==> config.mk <==
export PLATFORM = sky130hd
export DESIGN_NAME = ddr_instr_packer_flat
export DESIGN_NICKNAME = d
export VERILOG_FILES = /design/src/rtl/ddr_instr_packer_if.sv /design/src/rtl/ddr_instr_packer.sv /design/src/flat_wrapper.sv
export SDC_FILE = /design/constraint.sdc
export NUM_CORES = 1
export LEC_CHECK = 0
export ABC_AREA = 1
export BUFFER_PORTS_ARGS = -buffer_cell sky130_fd_sc_hd__buf_2
export CAP_MARGIN = 0
export CORE_MARGIN = 4
export CORE_UTILIZATION = 35
export CTS_CLUSTER_SIZE = 24
export DETAILED_ROUTE_END_ITERATION = 10
export GPL_ROUTABILITY_DRIVEN = 0
export GPL_TIMING_DRIVEN = 1
export PLACE_DENSITY = 0.55
export SYNTH_ARGS = -nofsm -noshare
export SYNTH_HDL_FRONTEND = slang
export SYNTH_SLANG_ARGS = --single-unit
export TNS_END_PERCENT = 20
==> constraint.sdc <==
create_clock -name clk -period 6.6 [get_ports clk]
set_input_delay 0.66 -clock clk [delete_from_list [all_inputs] [get_ports clk]]
set_output_delay 0.66 -clock clk [all_outputs]
set_load 0.05 [all_outputs]
==> src/rtl/ddr_instr_packer_if.sv <==
// Host-side bus of the DDR instruction packer: command stream in, IMEM write port out.
// Shared macro defaults live here so every file of the bundle sees the same encoding.
`ifndef IMEM_ADDR_WIDTH
`define IMEM_ADDR_WIDTH 10
`endif
`ifndef INSTR_WIDTH
`define INSTR_WIDTH 64
`endif
`ifndef DDR_OFFSET
`define DDR_OFFSET 63
`endif
`ifndef DDR_CODE_OFFSET
`define DDR_CODE_OFFSET 13
`endif
`ifndef NOP
`define NOP 3'b111
`endif

// Handshakes: a transfer happens on any clock edge where valid and ready are both
// high (cmd_valid/cmd_ready, imem_wr_en/imem_wr_ready); the sender holds its
// payload stable while valid is high and ready is low.
interface ddr_instr_packer_if #(
    parameter int ADDR_W = `IMEM_ADDR_WIDTH,
    parameter int SLOT_W = 16
);
    logic                    start;
    logic [ADDR_W-1:0]       start_addr;
    logic [SLOT_W-1:0]       cmd;
    logic                    cmd_valid;
    logic                    cmd_ready;
    logic                    flush;
    logic                    imem_wr_en;
    logic                    imem_wr_ready;
    logic [ADDR_W-1:0]       imem_wr_addr;
    logic [`INSTR_WIDTH-1:0] imem_wr_data;
    logic [ADDR_W:0]         words_written;
    logic                    done;
    logic                    overflow;
    logic [1:0]              fsm_state;

    modport master (
        output start, start_addr, cmd, cmd_valid, flush, imem_wr_ready,
        input  cmd_ready, imem_wr_en, imem_wr_addr, imem_wr_data,
        input  words_written, done, overflow, fsm_state
    );

    modport slave (
        input  start, start_addr, cmd, cmd_valid, flush, imem_wr_ready,
        output cmd_ready, imem_wr_en, imem_wr_addr, imem_wr_data,
        output words_written, done, overflow, fsm_state
    );
endinterface

==> src/rtl/ddr_instr_packer.sv <==
// Packs four 16-bit DDR commands into one instruction word (DDR flag set) and
// writes the words to consecutive IMEM addresses.
`ifndef IMEM_ADDR_WIDTH
`define IMEM_ADDR_WIDTH 10
`endif
`ifndef INSTR_WIDTH
`define INSTR_WIDTH 64
`endif
`ifndef DDR_OFFSET
`define DDR_OFFSET 63
`endif
`ifndef DDR_CODE_OFFSET
`define DDR_CODE_OFFSET 13
`endif
`ifndef NOP
`define NOP 3'b111
`endif

module ddr_instr_packer #(
    parameter int                 ADDR_W   = `IMEM_ADDR_WIDTH,
    parameter int                 SLOT_W   = 16,
    parameter logic [SLOT_W-1:0]  NOP_SLOT = SLOT_W'(`NOP) << `DDR_CODE_OFFSET
) (
    input logic              clk,
    input logic              rst,
    ddr_instr_packer_if.slave bus
);
    localparam logic [1:0] IDLE = 2'd0;
    localparam logic [1:0] FILL = 2'd1;
    localparam logic [1:0] EMIT = 2'd2;

    localparam logic [ADDR_W-1:0] LAST_ADDR = '1;

    logic [1:0]              state;
    logic [SLOT_W-1:0]       slots [4];
    logic [2:0]              slot_idx;
    logic [2:0]              idx_after;
    logic                    pend_flush;
    logic                    accept;
    logic [ADDR_W-1:0]       wr_addr;
    logic [ADDR_W:0]         words_cnt;
    logic                    done_q;
    logic                    overflow_q;
    logic [`INSTR_WIDTH-1:0] packed_word;

    assign accept    = (state == FILL) && bus.cmd_valid;
    assign idx_after = slot_idx + {2'b00, accept};

    // Slot 0 is the first command issued and lands in the low bits.
    always_comb begin
        packed_word = {slots[3], slots[2], slots[1], slots[0]};
        packed_word[`DDR_OFFSET] = 1'b1;
    end

    assign bus.cmd_ready     = (state == FILL);
    assign bus.imem_wr_en    = (state == EMIT);
    assign bus.imem_wr_data  = (state == EMIT) ? packed_word : '0;
    assign bus.imem_wr_addr  = wr_addr;
    assign bus.words_written = words_cnt;
    assign bus.done          = done_q;
    assign bus.overflow      = overflow_q;
    assign bus.fsm_state     = state;

    always_ff @(posedge clk) begin
        if (rst) begin
            state      <= IDLE;
            slot_idx   <= '0;
            pend_flush <= 1'b0;
            wr_addr    <= '0;
            words_cnt  <= '0;
            done_q     <= 1'b0;
            overflow_q <= 1'b0;
            for (int i = 0; i < 4; i++) slots[i] <= NOP_SLOT;
        end else begin
            done_q <= 1'b0;
            case (state)
                IDLE: begin
                    if (bus.start) begin
                        wr_addr    <= bus.start_addr;
                        words_cnt  <= '0;
                        overflow_q <= 1'b0;
                        slot_idx   <= '0;
                        pend_flush <= 1'b0;
                        for (int i = 0; i < 4; i++) slots[i] <= NOP_SLOT;
                        state      <= FILL;
                    end
                end

                FILL: begin
                    if (accept) begin
                        slots[slot_idx[1:0]] <= bus.cmd;
                        slot_idx             <= idx_after;
                    end
                    // A completing accept wins; its flush is carried into EMIT.
                    if (accept && slot_idx == 3'd3) begin
                        state      <= EMIT;
                        pend_flush <= bus.flush;
                    end else if (bus.flush) begin
                        if (idx_after != 3'd0) begin
                            state      <= EMIT;
                            pend_flush <= 1'b1;
                        end else begin
                            state  <= IDLE;
                            done_q <= 1'b1;
                        end
                    end
                end

                EMIT: begin
                    if (bus.flush) pend_flush <= 1'b1;
                    if (bus.imem_wr_ready) begin
                        words_cnt <= words_cnt + 1'b1;
                        slot_idx  <= '0;
                        for (int i = 0; i < 4; i++) slots[i] <= NOP_SLOT;
                        // The last IMEM address ends the burst without wrapping.
                        if (wr_addr == LAST_ADDR) begin
                            overflow_q <= 1'b1;
                            done_q     <= 1'b1;
                            pend_flush <= 1'b0;
                            state      <= IDLE;
                        end else begin
                            wr_addr <= wr_addr + 1'b1;
                            if (pend_flush || bus.flush) begin
                                done_q     <= 1'b1;
                                pend_flush <= 1'b0;
                                state      <= IDLE;
                            end else begin
                                state <= FILL;
                            end
                        end
                    end
                end

                default: state <= IDLE;
            endcase
        end
    end
endmodule
==> src/flat_wrapper.sv <==
// flat-port wrapper written by rule: the top's interface ports become plain ports
module ddr_instr_packer_flat 
#(
    parameter int                 ADDR_W   = `IMEM_ADDR_WIDTH,
    parameter int                 SLOT_W   = 16,
    parameter logic [SLOT_W-1:0]  NOP_SLOT = SLOT_W'(`NOP) << `DDR_CODE_OFFSET
)
  (clk, rst, bus_start, bus_start_addr, bus_cmd, bus_cmd_valid, bus_flush, bus_imem_wr_ready, bus_cmd_ready, bus_imem_wr_en, bus_imem_wr_addr, bus_imem_wr_data, bus_words_written, bus_done, bus_overflow, bus_fsm_state);
  ddr_instr_packer_if #(.ADDR_W(ADDR_W), .SLOT_W(SLOT_W)) bus_i ();
  input logic clk;
  input logic rst;
  input wire logic [$bits(bus_i.start)-1:0] bus_start;
  input wire logic [$bits(bus_i.start_addr)-1:0] bus_start_addr;
  input wire logic [$bits(bus_i.cmd)-1:0] bus_cmd;
  input wire logic [$bits(bus_i.cmd_valid)-1:0] bus_cmd_valid;
  input wire logic [$bits(bus_i.flush)-1:0] bus_flush;
  input wire logic [$bits(bus_i.imem_wr_ready)-1:0] bus_imem_wr_ready;
  output wire logic [$bits(bus_i.cmd_ready)-1:0] bus_cmd_ready;
  output wire logic [$bits(bus_i.imem_wr_en)-1:0] bus_imem_wr_en;
  output wire logic [$bits(bus_i.imem_wr_addr)-1:0] bus_imem_wr_addr;
  output wire logic [$bits(bus_i.imem_wr_data)-1:0] bus_imem_wr_data;
  output wire logic [$bits(bus_i.words_written)-1:0] bus_words_written;
  output wire logic [$bits(bus_i.done)-1:0] bus_done;
  output wire logic [$bits(bus_i.overflow)-1:0] bus_overflow;
  output wire logic [$bits(bus_i.fsm_state)-1:0] bus_fsm_state;
  assign bus_i.start = bus_start;
  assign bus_i.start_addr = bus_start_addr;
  assign bus_i.cmd = bus_cmd;
  assign bus_i.cmd_valid = bus_cmd_valid;
  assign bus_i.flush = bus_flush;
  assign bus_i.imem_wr_ready = bus_imem_wr_ready;
  assign bus_cmd_ready = bus_i.cmd_ready;
  assign bus_imem_wr_en = bus_i.imem_wr_en;
  assign bus_imem_wr_addr = bus_i.imem_wr_addr;
  assign bus_imem_wr_data = bus_i.imem_wr_data;
  assign bus_words_written = bus_i.words_written;
  assign bus_done = bus_i.done;
  assign bus_overflow = bus_i.overflow;
  assign bus_fsm_state = bus_i.fsm_state;
  ddr_instr_packer #(.ADDR_W(ADDR_W), .SLOT_W(SLOT_W), .NOP_SLOT(NOP_SLOT)) u_core (.clk(clk), .rst(rst), .bus(bus_i));
endmodule
==> impl_metrics.json, run 1 <==
{
  "finalMaxSlewViolations": 0,
  "die_area_um2": 15300,
  "maxCapViolations": 0,
  "hold_buffers": 0,
  "area_growth_pct": 22.6,
  "first_pass_iters": 5,
  "synth.net_count": 632,
  "min_period_over_period_pct": 43.5,
  "rows": 41,
  "ys_seq_elements": 92,
  "seqCellArea_um2": 2470,
  "portBuffers": 122,
  "crit_fanout": 85,
  "synth_common_cells": "165 x nand2_1, 113 x inv_1, 90 x nor2_1",
  "cts.clk_slew.worst_paths_ns": 0.07,
  "synth_top_area_share_pct": 40.4,
  "synth.distinct_cells": 30,
  "grt_usage_pct": 15.4,
  "synth_area_per_cell_um2": 7.90,
  "status": "completed",
  "netlist_area_um2": 4680,
  "worst_pin_slew_ns": 0.835,
  "synthArstFlopShare_pct": 0,
  "grt_max_degree": 86,
  "min_period_ns": 2.87,
  "clkPwrFrac_pct": 28.8,
  "nets": 745,
  "crit_path_frequent_cell": "inv_1",
  "pwr-share-comb_pct": 32.5,
  "min_path_type": "reg2reg",
  "cts_tree": "yes",
  "setup_viol_count_final": 0,
  "ys_warn_count": 0,
  "clock_path_buffers": 2,
  "placed_area_um2": 5390,
  "num_io_pins": 123,
  "arrival_ns": 2.21,
  "cts_buffers": 9,
  "critPathMaxStageDelay_ns": 0.65,
  "numClockSinks": 92,
  "fmax_mhz": 348,
  "instances_no_fill": 882,
  "worstSetupPathType": "reg2out",
  "worst_setup_path_end_kind": "primary output",
  "die_h_um": 124,
  "coreArea_um2": 12800,
  "peakVddDrop_mv": 0.275,
  "drc": 0,
  "fillers": 1347,
  "cts_root_buf": "clkbuf_16",
  "grt-ovfl-total": 0,
  "final-hold-violation-count": 0,
  "yosysSeqAreaShare_pct": 52.9,
  "wl_per_cell_um": 13.3,
  "slew_headroom_pct": 44.3,
  "rsz0062_at_grt": "false",
  "vias": 4019,
  "required_ns": 5.94,
  "synth_most_common_cell": "nand2_1",
  "htree_levels": 3,
  "n_antenna_cell": 0,
  "crit_chain": "inv_1 -> ha_2 -> buf_4 -> nand2_1 -> inv_1 -> buf_2",
  "p_sw_w": 0.000802,
  "synth_edf_count": 63,
  "antenna_found_initial": 0,
  "dp_cells": 866,
  "p_total_w": 0.00207,
  "ant_nets": 0,
  "power_leakage_nw": 3.17,
  "initial_utilization_pct": 36.5,
  "worstSkewPairLatency_ns": 0.34,
  "fin_area_um2": 5730,
  "setup_tns_ns": 0,
  "worstSetupStartpointType": "flip-flop",
  "grt_pass1_wl_mm": 18.3,
  "synth.largest_area_cell": "edfxtp_1",
  "grt_pass1_vias": 3689,
  "drive_gt1_share_pct": 22.5,
  "viasPerCell": 4.56,
  "synthCells": 592,
  "ctsResizeCount": 0,
  "multi_input_area_um2": 1640,
  "swShare_pct": 38.7,
  "ys_top_cells_by_area": "edfxtp_1 40%, nand2_1 13%, dfxtp_1 12%",
  "cts_setup_buffers": 0,
  "drt_iter0_markers": 325,
  "die_width_um": 124,
  "dp_hpwl_mm": 8.65,
  "cp_slowest_cell": "buf_4",
  "finClkSkew_ns": 0.00702,
  "cell_internal_pwr_w": 0.00127,
  "wl_mm": 11.7,
  "seq_power_share_pct": 38.7,
  "power_density_nw_per_um2": 362,
  "dominantRegCellSynth": "edfxtp_1",
  "whs_ns": 0.457
}
==> metal layers <==
layer / global-route usage, % / vias to the layer above / wire (um)
met5: 0 / - / 0
met4: 5.05 / 0 / 185
met3: 3.18 / 13 / 698
met2: 23.8 / 117 / 5210
met1: 21.7 / 1837 / 5650
li1: - / 2052 / -
==> sequential cells by signal, indices dropped and copies added (netlist names) <==
signal and count:
u_core.slot_idx 3, u_core.bus.done 1, u_core.bus.overflow 1, u_core.bus.words_written 11, u_core.bus.fsm_state 2, u_core.bus.imem_wr_addr 10
u_core.pend_flush 1, u_core.slots 63
==> kinds of logic after synthesis <==
group / Yosys count / synth area share [%]
AOI/OAI and AO/OA: 44 / 5.40
DFF: 92 / 52.9
adders and majority gates: 8 / 2.14
and+or+nand+nor: 307 / 27.0
buffers and inverters: 139 / 12.2
xor gates and xnor gates: 2 / 0.375
==> critical path: cells and delay by family, from the launching register on <==
kind	cells	cell delay, ns
flops	1	0.35
buf+inv	4	1.12
fa+ha+maj	1	0.18
simple gates	1	0.19
==> placed cells by master, fill, tap and decap left out, drive strengths merged <==
cell type and n:
a211oi 3, a21o 1, a21oi 23, a31oi 1, buf 123, bufinv 3
clkbuf 10, clkinv 1, dfxtp 29, edfxtp 63, ha 8, inv 120
nand2 170, nand3 20, nand3b 2, nand4 7, nor2 94, nor3 10
nor3b 1, o21a 1, o21ai 12, o21bai 3, or2 3, xnor2 2
==> power by group through the flow <==
| stage | Combinational [W] | Clock (W) | Sequential (W) |
|---|---|---|---|
| after floorplan | 0.000448 | 0 | 0.000891 |
| after global placement | 0.000667 | 0 | 0.000813 |
| after detailed placement | 0.000673 | 0 | 0.000813 |
| after CTS | 0.000677 | 0.000605 | 0.000801 |
| after global routing | 0.000749 | 0.000631 | 0.000815 |
| final | 0.000674 | 0.000597 | 0.000802 |
==> worst paths after layout <==
kind                            cells past startpoint  slack, ns                                to                            startpoint
worst max-delay path                                6       3.73              bus_imem_wr_data[55]  u_core.bus.fsm_state[0]$_SDFFE_PP0P_
worst min-delay path                                2       0.46  u_core.bus.overflow$_SDFFE_PP0P_      u_core.bus.overflow$_SDFFE_PP0P_
worst max register to register                      7       3.89  u_core.slots[2][4]$_SDFFCE_PN0P_  u_core.bus.fsm_state[0]$_SDFFE_PP0P_
worst min register to register                      2       0.46  u_core.bus.overflow$_SDFFE_PP0P_      u_core.bus.overflow$_SDFFE_PP0P_
==> area by class of cell <==
type | instances | area share [%]
flip-flops and latches | 92 | 43.1
multi-input cells | 361 | 28.5
repair buffers | 123 | 10.8
inverters | 118 | 7.73
clock buffers | 10 | 3.99
well taps | 172 | 3.75
clock inverters | 6 | 2.07
==> stage by stage <==
stage          worst slack (ns)  utilization [%]
3_5_place_dp               3.69             42.0
3_3_place_gp               3.80             42.0
4_1_cts                    3.71             44.7
6_report                   3.73             44.7
2_1_floorplan              3.62                -
5_1_grt                    3.53             44.7
Power figures use the tool's default switching activity.
==> run 2, diff against run 1 <==
--- a/config.mk
+++ b/config.mk
@@ -14,7 +14,7 @@
 export DETAILED_ROUTE_END_ITERATION = 10
 export GPL_ROUTABILITY_DRIVEN = 0
 export GPL_TIMING_DRIVEN = 1
-export PLACE_DENSITY = 0.55
+export PLACE_DENSITY = 0.57
 export SYNTH_ARGS = -nofsm -noshare
 export SYNTH_HDL_FRONTEND = slang
 export SYNTH_SLANG_ARGS = --single-unit
==> constraint.sdc (replaced) <==
create_clock -name clk -period 2.4 [get_ports clk]
set_input_delay 0.24 -clock clk [delete_from_list [all_inputs] [get_ports clk]]
set_output_delay 0.24 -clock clk [all_outputs]
set_load 0.05 [all_outputs]
==> run 2 against run 1 <==
Effect of this change:
- sequential power grew to 2.8 times the previous value
- core utilization unchanged
- worst hold slack lost 0.24 ns
- setup slack worse by 3.6 ns
- first-iteration DRC count decreased by 8.9%
- combinational power grew to 2.8 times the previous value
- critical path type unchanged
- largest cell class unchanged
==> impl_metrics.json, run 2 (synthesized netlist as in run 1, its figures left out) <==
{
  "grt_pass1_wl_mm": 18.8,
  "crit_path_frequent_cell": "inv_1",
  "arrival_ns": 2.00,
  "cts_root_buf": "clkbuf_16",
  "seqCellArea_um2": 2470,
  "fillers": 1316,
  "crit_family": "buffers and inverters",
  "critPathMaxStageDelay_ns": 0.40,
  "dp_hpwl_mm": 8.68,
  "status": "completed",
  "whs_ns": 0.215,
  "worstSetupPathType": "reg2out",
  "layout_commonest_cell": "nand2_1",
  "fin_area_um2": 5730,
  "min_path_type": "in2reg",
  "power_leakage_nw": 3.17,
  "fmax_mhz": 446,
  "first_pass_iters": 5,
  "worstSkewPairLatency_ns": 0.34,
  "required_ns": 2.16,
  "cts.clk_slew.worst_paths_ns": 0.07,
  "cp_num_buf_inv": 4,
  "setup_viol_count_final": 0,
  "viasPerCell": 4.52,
  "multi_input_area_um2": 1650,
  "hold_buffers": 0,
  "wl_per_cell_um": 13.0,
  "die_area_um2": 15300,
  "worst_setup_path_end_kind": "primary output",
  "cp_slowest_cell": "clkbuf_8",
  "min_period_over_period_pct": 93.5,
  "final-hold-violation-count": 0,
  "clock_path_buffers": 2,
  "peakVddDrop_mv": 0.509,
  "placed_area_um2": 5440,
  "ant_nets": 0,
  "drt_iter0_markers": 296,
  "slew_headroom_pct": 52.5,
  "grt_usage_pct": 15.7,
  "cts_setup_buffers": 0,
  "top_register": "u_core.slots",
  "min_period_ns": 2.24,
  "vias": 4013,
  "area_growth_pct": 22.6,
  "finalMaxSlewViolations": 0,
  "die_h_um": 124,
  "finClkSkew_ns": 0.00562,
  "crit_chain": "inv_1 -> ha_2 -> clkbuf_8 -> nand2_1 -> inv_1 -> buf_2",
  "rows": 41,
  "crit_fanout": 61,
  "maxCapViolations": 0,
  "htree_levels": 3,
  "fin_util_pct": 44.7,
  "grt_max_degree": 62,
  "n_antenna_cell": 0,
  "antenna_found_initial": 0,
  "rsz0062_at_grt": "false",
  "worstSetupStartpointType": "flip-flop",
  "grt_pass1_vias": 3770,
  "cts_tree": "yes",
  "initial_utilization_pct": 36.5,
  "nets": 751,
  "worst_pin_slew_ns": 0.712,
  "portBuffers": 122,
  "largest_reg_flops": 63,
  "wl_mm": 11.6,
  "final_cell_mix": "163 x nand2_1, 122 x buf_2, 113 x inv_1",
  "numClockSinks": 92,
  "drc": 0,
  "drive_gt1_share_pct": 23.7,
  "die_width_um": 124,
  "power_density_nw_per_um2": 945,
  "grt-ovfl-total": 0,
  "num_io_pins": 123,
  "cts_buffers": 9,
  "coreArea_um2": 12800
}
==> run 2: cell count changes in the layout (fill, tap and decap cells not counted), sizes merged <==
| cell | previous run | this run |
|---|---|---|
| bufinv | 3 | 0 |
| clkbuf | 10 | 11 |
| clkinvlp | 0 | 2 |
| clkinv | 1 | 2 |
| buf | 123 | 128 |
==> run 2: through the flow <==
step / setup TNS (ns) / power [W] / worst slack (ns) / std cells
after detailed placement: 0 / 0.00412 / 0.197 / 872
after floorplan: -1.09 / 0.00369 / -0.0676 / 592
after global routing: 0 / 0.00576 / 0.00274 / 888
final: 0 / 0.00542 / 0.157 / 888
after global placement: 0 / 0.00409 / 0.272 / 872
after CTS: 0 / 0.00545 / 0.126 / 888
==> run 2: path summary, 6_finish.rpt <==
check / startpoint / end / slack, ns / cells after the start
setup reg to reg: u_core.bus.fsm_state[1]$_SDFFE_PP0P_ / u_core.pend_flush$_SDFFE_PP0P_ / 0.24 / 14
hold / removal: bus_start_addr[5] / u_core.bus.imem_wr_addr[5]$_SDFFE_PP0P_ / 0.22 / 5
hold reg to reg: u_core.bus.overflow$_SDFFE_PP0P_ / u_core.bus.overflow$_SDFFE_PP0P_ / 0.45 / 2
setup / recovery: u_core.bus.fsm_state[0]$_SDFFE_PP0P_ / bus_imem_wr_data[13] / 0.16 / 6
==> run 2: power breakdown <==
group,switching (W),internal (W)
Sequential,0.000189,0.00202
Clock,0.000611,0.000712
Combinational,0.00141,0.000470
==> run 2: timing repair <==
item	in CTS	in global routing
resized for setup	1	2
hold endpoints to repair	0	0
setup endpoints to repair	3	1
==> run 2: worst min-delay path, stage by stage <==
cell     delay, ns
buf_2         0.07
nand2_1       0.04
nand2_1       0.05
nor2_1        0.03
nor2_1        0.08
==> run 2: cell type report <==
class | instances | share of cell area [%]
sequential | 92 | 43.2
multi-input combinational | 361 | 28.9
timing repair buffer | 129 | 11.7
inverter | 118 | 7.73
clock buffer | 10 | 3.99
tap | 172 | 3.75
clock inverter | 6 | 0.829
==> run 2: routing by layer <==
| layer | track usage (%) | wire length, um | up-vias |
|---|---|---|---|
| met1 | 20.5 | 5070 | 1832 |
| li1 | - | - | 2057 |
| met4 | 4.98 | 142 | 0 |
| met3 | 3.22 | 743 | 11 |
| met5 | 0 | 0 | - |
| met2 | 26.1 | 5610 | 113 |
==> run 3, diff against run 2 <==
--- a/config.mk
+++ b/config.mk
@@ -13,7 +13,7 @@
 export CTS_CLUSTER_SIZE = 24
 export DETAILED_ROUTE_END_ITERATION = 10
 export GPL_ROUTABILITY_DRIVEN = 0
-export GPL_TIMING_DRIVEN = 1
+export GPL_TIMING_DRIVEN = 0
 export PLACE_DENSITY = 0.57
 export SYNTH_ARGS = -nofsm -noshare
 export SYNTH_HDL_FRONTEND = slang
==> run 3 against run 2 <==
Effect of this change:
- final cell count rose by 1.4%
- register-to-register slack got worse by 0.08 ns
- sequential power is essentially flat
- setup slack gained 0.0024 ns
- wire length grew 1.2%
- clock skew about the same
- power rose by 3.6%
- non-clock buffer count rose by 12
==> impl_metrics.json, run 3 (synthesized netlist as in run 1, its figures left out) <==
{
  "initial_utilization_pct": 36.5,
  "worstSetupStartpointType": "flip-flop",
  "grt_max_degree": 17,
  "fin_area_um2": 5860,
  "maxCapViolations": 0,
  "grt_usage_pct": 15.6,
  "top_register": "u_core.slots",
  "worstSetupPathType": "reg2reg",
  "arrival_ns": 2.52,
  "min_period_ns": 2.24,
  "crit_end": "u_core.pend_flush$_SDFFE_PP0P_",
  "worst_setup_path_end_kind": "flip-flop",
  "seqCellArea_um2": 2480,
  "grt_pass1_vias": 3837,
  "min_path_type": "in2reg",
  "ant_nets": 0,
  "finalMaxSlewViolations": 0,
  "die_h_um": 124,
  "die_width_um": 124,
  "power_density_nw_per_um2": 958,
  "setup_viol_count_final": 0,
  "final_cell_mix": "159 x nand2_1, 129 x buf_2, 113 x inv_1",
  "critPathMaxStageDelay_ns": 0.38,
  "cts_setup_buffers": 0,
  "wl_mm": 11.7,
  "largest_reg_flops": 63,
  "nets": 763,
  "rr_startpoint": "u_core.bus.fsm_state[1]$_SDFFE_PP0P_",
  "dp_cells": 885,
  "coreArea_um2": 12800,
  "final-hold-violation-count": 0,
  "viasPerCell": 4.53,
  "crit_path_start": "u_core.bus.fsm_state[1]$_SDFFE_PP0P_",
  "num_io_pins": 123,
  "status": "completed",
  "layout_commonest_cell": "nand2_1",
  "power_leakage_nw": 3.25,
  "portBuffers": 121,
  "antenna_found_initial": 0,
  "cts_tree": "yes",
  "cts_buffers": 9,
  "crit_fanout": 9,
  "htree_levels": 3,
  "die_area_um2": 15300,
  "dp_hpwl_mm": 8.97,
  "crit_chain": "inv_1 -> ha_2 -> buf_4 -> nand2_4 -> inv_1 -> ha_1 -> ha_1 -> or2_2 -> nor2_2 -> nand2_2 -> nand2_2 -> nand2_1 -> nand3b_1 -> nand2_1 -> nor2_1",
  "first_pass_iters": 5,
  "reg2regPathDepth": 15,
  "grt_pass1_wl_mm": 18.5,
  "drive_gt1_share_pct": 25.8,
  "drt_iter0_markers": 188,
  "clock_path_buffers": 2,
  "rrSetupSlack_ns": 0.16,
  "drc": 0,
  "fmax_mhz": 446,
  "fin_util_pct": 45.7,
  "cts_root_buf": "clkbuf_16",
  "area_growth_pct": 25.2,
  "vias": 4080,
  "instances_no_fill": 900,
  "peakVddDrop_mv": 0.476,
  "fillers": 1314,
  "r2r-end": "u_core.pend_flush$_SDFFE_PP0P_",
  "wl_per_cell_um": 13.0,
  "cts.clk_slew.worst_paths_ns": 0.07,
  "slew_headroom_pct": 54.6,
  "required_ns": 2.68,
  "min_period_over_period_pct": 93.4,
  "grt-ovfl-total": 0,
  "worst_pin_slew_ns": 0.680,
  "worstSkewPairLatency_ns": 0.34,
  "placed_area_um2": 5510,
  "rows": 41,
  "cp_slowest_cell": "dfxtp_4",
  "finClkSkew_ns": 0.00597,
  "numClockSinks": 92,
  "multi_input_area_um2": 1680,
  "n_antenna_cell": 0
}
run 3: cell types whose count changed in the layout (fill, tap and decap cells not counted), sizes merged:
| cell | delta |
|---|---|
| clkinv | +1 |
| bufinv | +1 |
| inv | +1 |
| buf | +8 |
| clkinvlp | -2 |
| clkbuf | +3 |
run 3: critical path, delay by kind of cell (launching register included):
family                   cells  cell delay, ns
flip-flops                   1            0.38
adder cells (fa/ha/maj)      3            0.63
buffers and inverters        3            0.29
AND/OR/NAND/NOR              9            0.87
run 3: worst min path at each step:
stage	to	start	slack, ns	cells after the start
6_report	u_core.slot_idx[2]$_SDFFE_PP0P_	rst	0.18	2
3_5_place_dp	u_core.bus.overflow$_SDFFE_PP0P_	u_core.bus.overflow$_SDFFE_PP0P_	0.45	2
2_1_floorplan	u_core.slots[2][15]$_SDFFCE_PN1P_	bus_cmd[15]	0.43	2
4_1_cts	u_core.slot_idx[2]$_SDFFE_PP0P_	rst	0.17	2
5_1_grt	u_core.slot_idx[0]$_SDFFE_PP0P_	rst	0.18	2
3_3_place_gp	u_core.bus.overflow$_SDFFE_PP0P_	u_core.bus.overflow$_SDFFE_PP0P_	0.44	2
run 3: timing repair:
action | 4_1_cts | 5_1_grt
pin swaps | 0 | 1
resized for setup | 5 | 11
hold buffers | 0 | 0
setup endpoints to repair | 89 | 125
run 3: layout make-up:
cell class / instances / area share, %
Clock buffer: 9 / 3.85
Sequential cell: 92 / 42.3
Buffer: 20 / 2.26
Timing Repair Buffer: 121 / 10.4
Clock inverter: 7 / 1.24
Tap cell: 172 / 3.68
Inverter: 118 / 7.56
Multi-Input combinational cell: 361 / 28.7
run 3: per-layer routing:
layer | track usage [%] | vias to the layer above | wire length (um)
li1 | - | 2078 | -
met1 | 20.7 | 1859 | 5340
met2 | 26.1 | 134 | 5510
met3 | 2.72 | 9 | 730
met4 | 4.71 | 0 | 119
met5 | 0 | - | 0
run 3: through the flow:
stage	power [W]	setup TNS [ns]	setup WS, ns	hold WS [ns]
finish	0.00561	0	0.159	0.180
global route	0.00595	-0.0170	-0.00339	0.184
CTS	0.00561	0	0.0137	0.174
detailed placement	0.00416	-4.29	-0.167	0.447
global placement	0.00414	-3.05	-0.100	0.439
floorplan	0.00369	-1.09	-0.0676	0.431
run 3: power breakdown:
part	leakage (nW)	internal, W	total, W	switching [W]
Sequential	0.887	0.00202	0.00219	0.000170
Clock	0.150	0.000816	0.00144	0.000628
Combinational	2.21	0.000517	0.00198	0.00146
Total	3.25	0.00336	0.00561	0.00226
